File: src/rtl/max_sum_index_pkg.sv
// max_sum_index_pkg: shared types and helpers for the arg-max pipeline.
//   cand_t      - candidate record {score, row, col}. Its field widths are set by
//                 package localparams and are wide enough for any instance. Each
//                 module keeps its own exact-width copy and widens it only to
//                 compare.
//   better()    - 1 when candidate a beats or ties candidate b. The larger score
//                 wins. On equal scores the lower row-major index wins.
//   level_width - number of candidates left after a given number of tree levels.
//   latency     - cycles from the driving edge of valid_in to the valid_out edge.
// Optional feature macro (used by the top level): MAX_SUM_INDEX_SUM4_EN.
package max_sum_index_pkg;

    localparam int SCORE_W_MAX = 32;
    localparam int IDX_W_MAX   = 16;

    typedef struct packed {
        logic [SCORE_W_MAX-1:0] score;
        logic [IDX_W_MAX-1:0]   row;
        logic [IDX_W_MAX-1:0]   col;
    } cand_t;

    function automatic logic better(input cand_t a, input cand_t b);
        if (a.score != b.score) return a.score > b.score;
        if (a.row != b.row)     return a.row < b.row;
        return a.col <= b.col;
    endfunction

    function automatic int level_width(input int n, input int lvl);
        int w;
        w = n;
        for (int i = 0; i < lvl; i++) w = (w + 1) / 2;
        return w;
    endfunction

    function automatic int latency(input int rows, input int cols);
        return 1 + $clog2(rows * cols);
    endfunction

endpackage

File: src/rtl/max_fold_stage.sv
// max_fold_stage: one registered level of the arg-max compare tree.
//   clk, rst          - clock; synchronous active-high reset
//   valid_in, cand_in - N_IN packed candidates {score,row,col}, index 0 in the LSBs
//   valid_out         - valid bit delayed by one cycle
//   cand_out          - ceil(N_IN/2) winners, registered
// Candidate 2i is paired with candidate 2i+1. If N_IN is odd, the last candidate
// has no partner and passes through unchanged.
module max_fold_stage
    import max_sum_index_pkg::*;
#(
    parameter int N_IN    = 2,
    parameter int SCORE_W = 10,
    parameter int ROW_W   = 3,
    parameter int COL_W   = 3
) (
    input  logic                                                clk,
    input  logic                                                rst,
    input  logic                                                valid_in,
    input  logic [N_IN*(SCORE_W+ROW_W+COL_W)-1:0]               cand_in,
    output logic                                                valid_out,
    output logic [((N_IN+1)/2)*(SCORE_W+ROW_W+COL_W)-1:0]       cand_out
);

    localparam int CW    = SCORE_W + ROW_W + COL_W;
    localparam int N_OUT = (N_IN + 1) / 2;

    function automatic cand_t widen(input logic [CW-1:0] x);
        cand_t w;
        w.score = SCORE_W_MAX'(x[CW-1 -: SCORE_W]);
        w.row   = IDX_W_MAX'(x[ROW_W+COL_W-1 -: ROW_W]);
        w.col   = IDX_W_MAX'(x[COL_W-1:0]);
        return w;
    endfunction

    logic [N_OUT*CW-1:0] folded;

    for (genvar i = 0; i < N_OUT; i++) begin : g_node
        if (2*i + 1 < N_IN) begin : g_pair
            logic [CW-1:0] a;
            logic [CW-1:0] b;
            assign a = cand_in[(2*i)*CW +: CW];
            assign b = cand_in[(2*i+1)*CW +: CW];
            assign folded[i*CW +: CW] = better(widen(a), widen(b)) ? a : b;
        end else begin : g_pass
            assign folded[i*CW +: CW] = cand_in[(2*i)*CW +: CW];
        end
    end

    // NOTE: non-blocking assignments make every stage sample its predecessor's
    // pre-edge value. Without them the pipeline would collapse in simulation.
    // Data loads only with valid, so idle cycles cannot disturb a held result.
    always_ff @(posedge clk) begin
        if (rst) begin
            valid_out <= 1'b0;
            // NOTE: the data is reset as well as the valid bit, because after
            // reset the final stage is the visible output and must read 0.
            cand_out  <= '0;
        end else begin
            valid_out <= valid_in;
            if (valid_in) cand_out <= folded;
        end
    end

endmodule

File: src/rtl/max_sum_index_core.sv
// max_sum_index_core: pipelined arg-max over a ROWS x COLS array of unsigned samples.
//   clk, rst        - clock; synchronous active-high reset
//   valid_in        - array_in is captured on this edge
//   array_in        - [ROWS][COLS] unsigned samples, DATA_WIDTH bits each
//   max             - winning score (DATA_WIDTH+2 bits)
//   max_index_row   - row of the winner (the window anchor in SUM4 mode)
//   max_index_col   - column of the winner
//   valid_out       - one-cycle pulse per accepted input, in input order
// The score of each cell is computed combinationally and registered in stage 0.
// Each following register is one level of the compare tree. The lowest-index
// maximum wins.
// Optional feature: define MAX_SUM_INDEX_SUM4_EN to score each cell with its 2x2
// window sum. Neighbours outside the array count as 0.
module max_sum_index_core
    import max_sum_index_pkg::*;
#(
    parameter int DATA_WIDTH = 8,
    parameter int ROWS       = 8,
    parameter int COLS       = 8
) (
    input  logic                        clk,
    input  logic                        rst,
    input  logic                        valid_in,
    input  logic [DATA_WIDTH-1:0]       array_in [ROWS][COLS],
    output logic [DATA_WIDTH+1:0]       max,
    output logic [$clog2(ROWS)-1:0]     max_index_row,
    output logic [$clog2(COLS)-1:0]     max_index_col,
    output logic                        valid_out
);

    localparam int N       = ROWS * COLS;
    localparam int SCORE_W = DATA_WIDTH + 2;
    localparam int ROW_W   = $clog2(ROWS);
    localparam int COL_W   = $clog2(COLS);
    localparam int CW      = SCORE_W + ROW_W + COL_W;
    localparam int LEVELS  = $clog2(N);

    // Flat candidate bus, row-major: candidate k = r*COLS + c is at [k*CW +: CW].
    logic [N*CW-1:0] scored;

    for (genvar r = 0; r < ROWS; r++) begin : g_row
        for (genvar c = 0; c < COLS; c++) begin : g_col
            logic [SCORE_W-1:0] score;
`ifdef MAX_SUM_INDEX_SUM4_EN
            logic [SCORE_W-1:0] right;
            logic [SCORE_W-1:0] down;
            logic [SCORE_W-1:0] diag;
            if (c + 1 < COLS) begin : g_right
                assign right = SCORE_W'(array_in[r][c+1]);
            end else begin : g_right_zero
                assign right = '0;
            end
            if (r + 1 < ROWS) begin : g_down
                assign down = SCORE_W'(array_in[r+1][c]);
            end else begin : g_down_zero
                assign down = '0;
            end
            if (c + 1 < COLS && r + 1 < ROWS) begin : g_diag
                assign diag = SCORE_W'(array_in[r+1][c+1]);
            end else begin : g_diag_zero
                assign diag = '0;
            end
            // Four DATA_WIDTH-bit terms fit in DATA_WIDTH+2 bits, so the sum
            // cannot overflow.
            assign score = SCORE_W'(array_in[r][c]) + right + down + diag;
`else
            assign score = SCORE_W'(array_in[r][c]);
`endif
            assign scored[(r*COLS + c)*CW +: CW] = {score, ROW_W'(r), COL_W'(c)};
        end
    end

    // Stage 0: register the scored array.
    logic            s0_vld;
    logic [N*CW-1:0] s0_cand;

    always_ff @(posedge clk) begin
        if (rst) begin
            s0_vld  <= 1'b0;
            s0_cand <= '0;
        end else begin
            s0_vld <= valid_in;
            if (valid_in) s0_cand <= scored;
        end
    end

    // One registered fold per tree level. Level l narrows the candidate set
    // from level_width(N,l) to level_width(N,l+1).
    for (genvar l = 0; l < LEVELS; l++) begin : g_lvl
        localparam int N_IN  = level_width(N, l);
        localparam int N_OUT = level_width(N, l + 1);

        logic                src_vld;
        logic [N_IN*CW-1:0]  src;
        logic                dst_vld;
        logic [N_OUT*CW-1:0] dst;

        if (l == 0) begin : g_first
            assign src_vld = s0_vld;
            assign src     = s0_cand;
        end else begin : g_next
            assign src_vld = g_lvl[l-1].dst_vld;
            assign src     = g_lvl[l-1].dst;
        end

        max_fold_stage #(
            .N_IN    (N_IN),
            .SCORE_W (SCORE_W),
            .ROW_W   (ROW_W),
            .COL_W   (COL_W)
        ) u_fold (
            .clk       (clk),
            .rst       (rst),
            .valid_in  (src_vld),
            .cand_in   (src),
            .valid_out (dst_vld),
            .cand_out  (dst)
        );
    end

    // The last fold holds exactly one candidate. Its registers drive the outputs.
    logic [CW-1:0] winner;
    assign winner        = g_lvl[LEVELS-1].dst;
    assign max           = winner[CW-1 -: SCORE_W];
    assign max_index_row = winner[ROW_W+COL_W-1 -: ROW_W];
    assign max_index_col = winner[COL_W-1:0];
    assign valid_out     = g_lvl[LEVELS-1].dst_vld;

endmodule

File: config.mk
export PLATFORM = sky130hd
export DESIGN_NAME = max_sum_index_core
export DESIGN_NICKNAME = d
export VERILOG_FILES = /design/src/rtl/max_sum_index_pkg.sv /design/src/rtl/max_fold_stage.sv /design/src/rtl/max_sum_index_core.sv
export SDC_FILE = /design/constraint.sdc
export NUM_CORES = 2
export LEC_CHECK = 0
export ABC_AREA = 0
export BUFFER_PORTS_ARGS = -buffer_cell sky130_fd_sc_hd__buf_2
export CAP_MARGIN = 20
export CORE_UTILIZATION = 35
export DETAILED_ROUTE_END_ITERATION = 7
export GPL_ROUTABILITY_DRIVEN = 0
export HOLD_SLACK_MARGIN = 0.15
export PLACE_DENSITY = 0.56
export SKIP_CTS_REPAIR_TIMING = 1
export SLEW_MARGIN = 20
export SYNTH_ARGS = -nofsm -noshare
export SYNTH_HDL_FRONTEND = slang
export SYNTH_SLANG_ARGS = --single-unit
export TNS_END_PERCENT = 5
File: constraint.sdc
create_clock -name clk -period 3.9 [get_ports clk]
set_input_delay 0.78 -clock clk [delete_from_list [all_inputs] [get_ports clk]]
set_output_delay 0.78 -clock clk [all_outputs]
set_load 0.005 [all_outputs]
== After elaboration in Yosys (flattened, before gate mapping) ==
Index checks and enable logic that the tools add are counted.
Operators by class
  order comparisons: 185
  equal/unequal tests: 122
  mux-type cells: 496
Operator list (count)
  two-way mux 16 bit: 31
  two-way mux 14 bit: 32
  two-way mux 1 bit: 433
  greater-than comparator 10 bit: 31
  inequality test 10 bit: 31
  greater-than comparator 8 bit: 32
  inequality test 8 bit: 32
  less-or-equal comparator 3 bit: 47
  < comparator 3 bit: 47
  inequality test 3 bit: 35
  inequality test 2 bit: 12
  less-or-equal comparator 2 bit: 8
  < comparator 2 bit: 8
  inequality test 1 bit: 12
  less-or-equal comparator 1 bit, first input constant: 8
  < comparator 1 bit: 4
Storage, ports and cells
  flip-flop bits (word level): 1719
  input bits: 515
  output and inout port bits: 17
  word-level logic and storage cells: 817

== Longest topological paths before layout ==
  depth after elaboration: 6
  mapped depth: 10
  mapped depth without buffers: 8

== Modules after synthesis ==
From an unflattened synthesis, not the netlist that was laid out.
Unflattened totals
  cells, all modules: 10043
  area, all modules: 92104.6 um^2
Modules (own cells, without submodules)
  max_fold_stage (g_lvl[0].u_fold): instances 1, cells each 4146, area an instance 36791.5 um^2, seq. area each 10269.8 um^2
  max_fold_stage (g_lvl[1].u_fold): instances 1, cells each 2076, area an instance 18422.7 um^2, seq. area each 5144.9 um^2
  max_sum_index_core: instances 1, cells each 1656, area an instance 18238.7 um^2, seq. area each 10289.9 um^2
  max_fold_stage (g_lvl[2].u_fold): instances 1, cells each 1153, area an instance 9623.0 um^2, seq. area each 2582.5 um^2
  max_fold_stage (g_lvl[3].u_fold): instances 1, cells each 559, area an instance 4933.5 um^2, seq. area each 1301.2 um^2
  max_fold_stage (g_lvl[4].u_fold): instances 1, cells each 307, area an instance 2705.1 um^2, seq. area each 660.6 um^2
  max_fold_stage (g_lvl[5].u_fold): instances 1, cells each 146, area an instance 1390.1 um^2, seq. area each 340.3 um^2

== Worst setup path after synthesis ==
No wires, ideal clock.
  path kind: register -> register
  from: reg g_lvl[1].u_fold.cand_out[70]
  to: reg g_lvl[2].u_fold.cand_out[36]
  setup time: 0.122 ns
  arrival: 2.005 ns
  required time: 3.778 ns
  path slack: 1.773 ns
  cell stages (with the launch flop): 10
  buffers on the path: 1
  clock period less this slack: 2.127 ns
  path through: dfxtp_1 inv_1 ha_1 nand2b_1 a21o_1 a221oi_2 a41oi_2 and2_4 buf_6 a221o_1
Between the ends
  cells in the longest elaborated chain, start to end: 6
  elaborated cells between the ends (all ways): 8
  those cells by class: order compare (1); eq/ne (1); mux (6)
Ends and longest elaborated chain
  start: declaration: RTL line max_fold_stage.sv:21  | output logic [((N_IN+1)/2)*(SCORE_W+ROW_W+COL_W)-1:0] cand_out
  start signal: assignment: RTL line max_fold_stage.sv:60  | if (valid_in) cand_out <= folded;
  greater-than comparator 10 bit: RTL line max_sum_index_pkg.sv:23  | if (a.score != b.score) return a.score > b.score;
  two-way mux 1 bit: RTL line max_sum_index_pkg.sv:23
  two-way mux 1 bit: RTL line max_sum_index_pkg.sv:24  | if (a.row != b.row) return a.row < b.row;
  two-way mux 1 bit: RTL line max_sum_index_pkg.sv:25  | return a.col <= b.col;
  two-way mux 1 bit (*): RTL line max_sum_index_pkg.sv:24
  two-way mux 16 bit (*): RTL line max_fold_stage.sv:43  | assign folded[i*CW +: CW] = better(widen(a), widen(b)) ? a : b;
  end signal: assignment: RTL line max_fold_stage.sv:60
  end: declaration: RTL line max_fold_stage.sv:21
Mark *: on every way between the ends. The rest lies on a longest branch, timed or not. The select of a mux whose other input is x is not followed.
A chain may end at the register's enable or synchronous reset.

== Final worst setup path ==
  from: reg g_lvl[1].u_fold.cand_out[185]
  to: reg g_lvl[2].u_fold.cand_out[89]
Between the ends
  cells in the longest elaborated chain, start to end: 6
  elaborated cells between the ends (all ways): 8
  those cells by class: order compare (1); eq/ne (1); mux (6)
Ends and longest elaborated chain (RTL line)
  greater-than comparator 10 bit: max_sum_index_pkg.sv:23
  two-way mux 1 bit: max_sum_index_pkg.sv:23
  two-way mux 1 bit: max_sum_index_pkg.sv:24
  two-way mux 1 bit: max_sum_index_pkg.sv:25
  two-way mux 1 bit: max_sum_index_pkg.sv:24
  two-way mux 16 bit (*): max_fold_stage.sv:43
Marks and branches as above.

==> results.cfg <==
[run_status]
run_status = finished clean

[yosys]
synth_edf_count = 0
ranking_of_synthesized_cells_by_instance_count = sky130_fd_sc_hd__nor2_1, sky130_fd_sc_hd__dfxtp_1, sky130_fd_sc_hd__mux2i_1, sky130_fd_sc_hd__inv_1, sky130_fd_sc_hd__ha_1
synth.largest_area_cell = sky130_fd_sc_hd__dfxtp_1
synth-warning-count = 0
ys_dominant_reg_cell = sky130_fd_sc_hd__dfxtp_1
post_synth_num_cell_types = 64
synthesis.instances = 6622
synth_top_area_share_pct = 39.4
synth_seq_cells = 1201
synth_area_um2 = 61100
synth_most_common_cell = sky130_fd_sc_hd__nor2_1
avg_synthesized_cell_area_um2 = 9.22
postSynth.asyncResetShare_pct = 0
synth_top_area_cells = sky130_fd_sc_hd__dfxtp_1, sky130_fd_sc_hd__mux2i_1, sky130_fd_sc_hd__ha_1, sky130_fd_sc_hd__nor2_1, sky130_fd_sc_hd__a211oi_1
portion_of_the_post_synthesis_area_used_by_sequential_elements_pct = 39.4

[critical_path]
criticalPathCategory = reg2reg
arrival_ps = 3440
critPathCaptureType = flip-flop
worst-endpoint-required_ps = 4520
worstPathMaxFanout = 12
worst-r2r-setup-slack_ps = 1070
startpoint_type = flip-flop

[run]
timing.max_cap.violations = 0

[global_routing]
grt_util_all_layers_pct = 19.3
grt_pass1_vias = 45800
antenna_found_initial = 51
grt.overflow.total = 0
maximum_number_of_pins_on_one_net_before_global_route_repair = 205
grt_pass1_wl_um = 267000

[floorplan]
floorplan.initialDensity_pct = 35.4
floorplan.die_area_um2 = 176000
floorplan.rows = 152
floorplan.die.width_um = 420
io_pins = 532
die_height_um = 420
fp.coreArea_um2 = 172000

[routing]
drt_drc_violations_left = 0
drt_via_density = 5.01
routed_wl_um = 173000
wire_per_inst_um = 18.4
dr_total_vias = 47100
firstDrtPassIters = 8
drt-initial-drc-count = 2416
antenna_left = 0

[sta]
slew_viol_final = 0
timing_hold_violations_final = 0
finalClockSkew_ps = 22.6
grt_setup_unrepaired = no
final.min_clock_period_ps = 2830
worst_slew_margin_rel_pct = 29.0
fin_setup_tns_ps = 0
fmax_ghz = 0.354
period_share_pct = 72.4
timing_worst_slew_pin_value_ps = 1070
setup_viol = 0

[hold_path]
hold_class = in2reg

[placed_design]
port_buffers = 529
dp_hpwl_um = 127000
placed_cell_area_um2 = 65600

[cts]
h-tree-depth = 4
clock_tree_from_tritoncts = yes
cts-buffers-inserted = 148
clock_tree.buffer_depth = 3
cts.reportedPaths.clkPinSlew_ps = 60
clock_insertion_delay_worst_skew_ps = 780
clock_sinks = 1201
cts-root-buf = sky130_fd_sc_hd__clkbuf_16

[layout]
nets = 8081
layout.core_utilization_pct = 40.9
final_area_um2 = 70600
post_route_cells_drive_above_1_share_pct = 12.1
nFillCells = 17100
layout-area-overhead-vs-synth_pct = 15.7

[power_and_ir_drop]
vdd_ir_drop_max_uv = 434
part_of_the_total_power_dissipated_in_the_clock_network_pct = 42.8
total_switching_power_mw = 9.04
powerDensity_nw_per_um2 = 465
cell_internal_pwr_mw = 23.8
leakagePower_nw = 30.9
comb_power_share_pct = 16.0
power.sequential.fraction_pct = 41.2
switching_fraction_pct = 27.5
[cells in the final DEF, fill, tap and decap left out, types with 12 or more instances in the layout]
cell type	instances
sky130_fd_sc_hd__nand2b_1	104
sky130_fd_sc_hd__o221ai_1	12
sky130_fd_sc_hd__dfxtp_1	1196
sky130_fd_sc_hd__a21oi_1	140
sky130_fd_sc_hd__o31a_1	32
sky130_fd_sc_hd__o21a_1	44
sky130_fd_sc_hd__nand3_1	27
sky130_fd_sc_hd__buf_2	527
sky130_fd_sc_hd__nand4_1	58
sky130_fd_sc_hd__a2bb2oi_1	16
sky130_fd_sc_hd__o21ai_0	70
sky130_fd_sc_hd__a221oi_1	65
sky130_fd_sc_hd__o211ai_1	20
sky130_fd_sc_hd__clkinv_2	16
sky130_fd_sc_hd__nand2_1	99
sky130_fd_sc_hd__a211oi_1	553
sky130_fd_sc_hd__a222oi_1	14
sky130_fd_sc_hd__mux2i_1	1001
sky130_fd_sc_hd__nor2_1	1243
sky130_fd_sc_hd__nor2b_1	48
sky130_fd_sc_hd__a221o_1	21
sky130_fd_sc_hd__inv_1	610
sky130_fd_sc_hd__clkbuf_8	31
sky130_fd_sc_hd__clkbuf_16	153
sky130_fd_sc_hd__ha_1	593
sky130_fd_sc_hd__nor3_1	31
sky130_fd_sc_hd__a21o_1	120
sky130_fd_sc_hd__buf_12	17
sky130_fd_sc_hd__clkbuf_1	37
sky130_fd_sc_hd__buf_4	55
[cell type report]
cell class / instances / area [µm²] / share of cell area [%]
sequential: 1201 / 24100 / 34.1
multi-input combinational: 4409 / 33000 / 46.7
antenna: 5 / 12.5 / 0.0177
inverter: 612 / 2300 / 3.25
timing repair buffer: 601 / 3420 / 4.84
clock buffer: 221 / 4390 / 6.22
tap: 2310 / 2890 / 4.09
clock inverter: 45 / 587 / 0.831
[stage by stage]
stage	instances	setup WS [ps]	hold slack, ps	total power, mW
final	9404	1070	237	32.9
after global routing	9403	901	188	34.5
after CTS	9399	1110	155	33.4
after global placement	9133	1160	458	19.0
after detailed placement	9133	1140	464	19.1
after floorplan	6623	1770	445	17.7
[critical path, stage by stage, from the launching register on]
cell,delay (ps)
sky130_fd_sc_hd__dfxtp_1,460
sky130_fd_sc_hd__inv_1,70
sky130_fd_sc_hd__ha_1,290
sky130_fd_sc_hd__a211oi_1,220
sky130_fd_sc_hd__o21ai_0,150
sky130_fd_sc_hd__a221oi_2,310
sky130_fd_sc_hd__or2_1,580
sky130_fd_sc_hd__mux2i_1,450
sky130_fd_sc_hd__a211oi_1,130
[cell families (layout without fill, tap and decap cells)]
kind of cell,count (synthesis),count (layout),share of synthesized area [%]
buffers and inverters,1013,1479,6.65
AND/OR/NAND/NOR,1651,1651,11.4
AO/OA/AOI/OAI,1162,1162,14.0
adder cells (fa/ha/maj),593,593,12.2
multiplexers,1001,1001,16.4
other,1,7,0.00614
flip-flops,1201,1201,39.4
[path summary, 6_finish.rpt]
path	cells after the start	end	startpoint
worst min register to register	2	g_lvl[1].u_fold.cand_out[81]	g_lvl[1].u_fold.cand_out[81]
worst min-delay path	3	g_lvl[0].src[29]	array_in[503]
worst max-delay path	8	g_lvl[2].u_fold.cand_out[89]	g_lvl[1].u_fold.cand_out[185]
worst max register to register	8	g_lvl[2].u_fold.cand_out[89]	g_lvl[1].u_fold.cand_out[185]
[sequential cells by signal (all words and copies together) (netlist names)]
register                flops
g_lvl.u_fold.valid_out      6
g_lvl.src                 513
g_lvl.src_vld               1
g_lvl.u_fold.cand_out     681
[layer usage]
layer | vias to the layer above | wire length [µm] | share of wire (%) | global-route usage [%]
met4 | 54 | 4290 | 2.5 | 5.54
met3 | 307 | 8500 | 4.9 | 4.09
met2 | 813 | 79100 | 46 | 31.5
li1 | 23900 | - | - | -
met5 | - | 325 | 0.19 | 0
met1 | 22000 | 80600 | 47 | 25.5
[power groups by stage]
| stage | logic, mW | clock network [mW] | registers [mW] |
|---|---|---|---|
| floorplan | 4.13 | 0 | 13.5 |
| global placement | 5.20 | 0 | 13.8 |
| detailed placement | 5.29 | 0 | 13.8 |
| CTS | 5.32 | 14.5 | 13.5 |
| global route | 5.87 | 15.0 | 13.6 |
| finish | 5.26 | 14.1 | 13.5 |
Note: power is estimated with default switching activity, not from simulation.
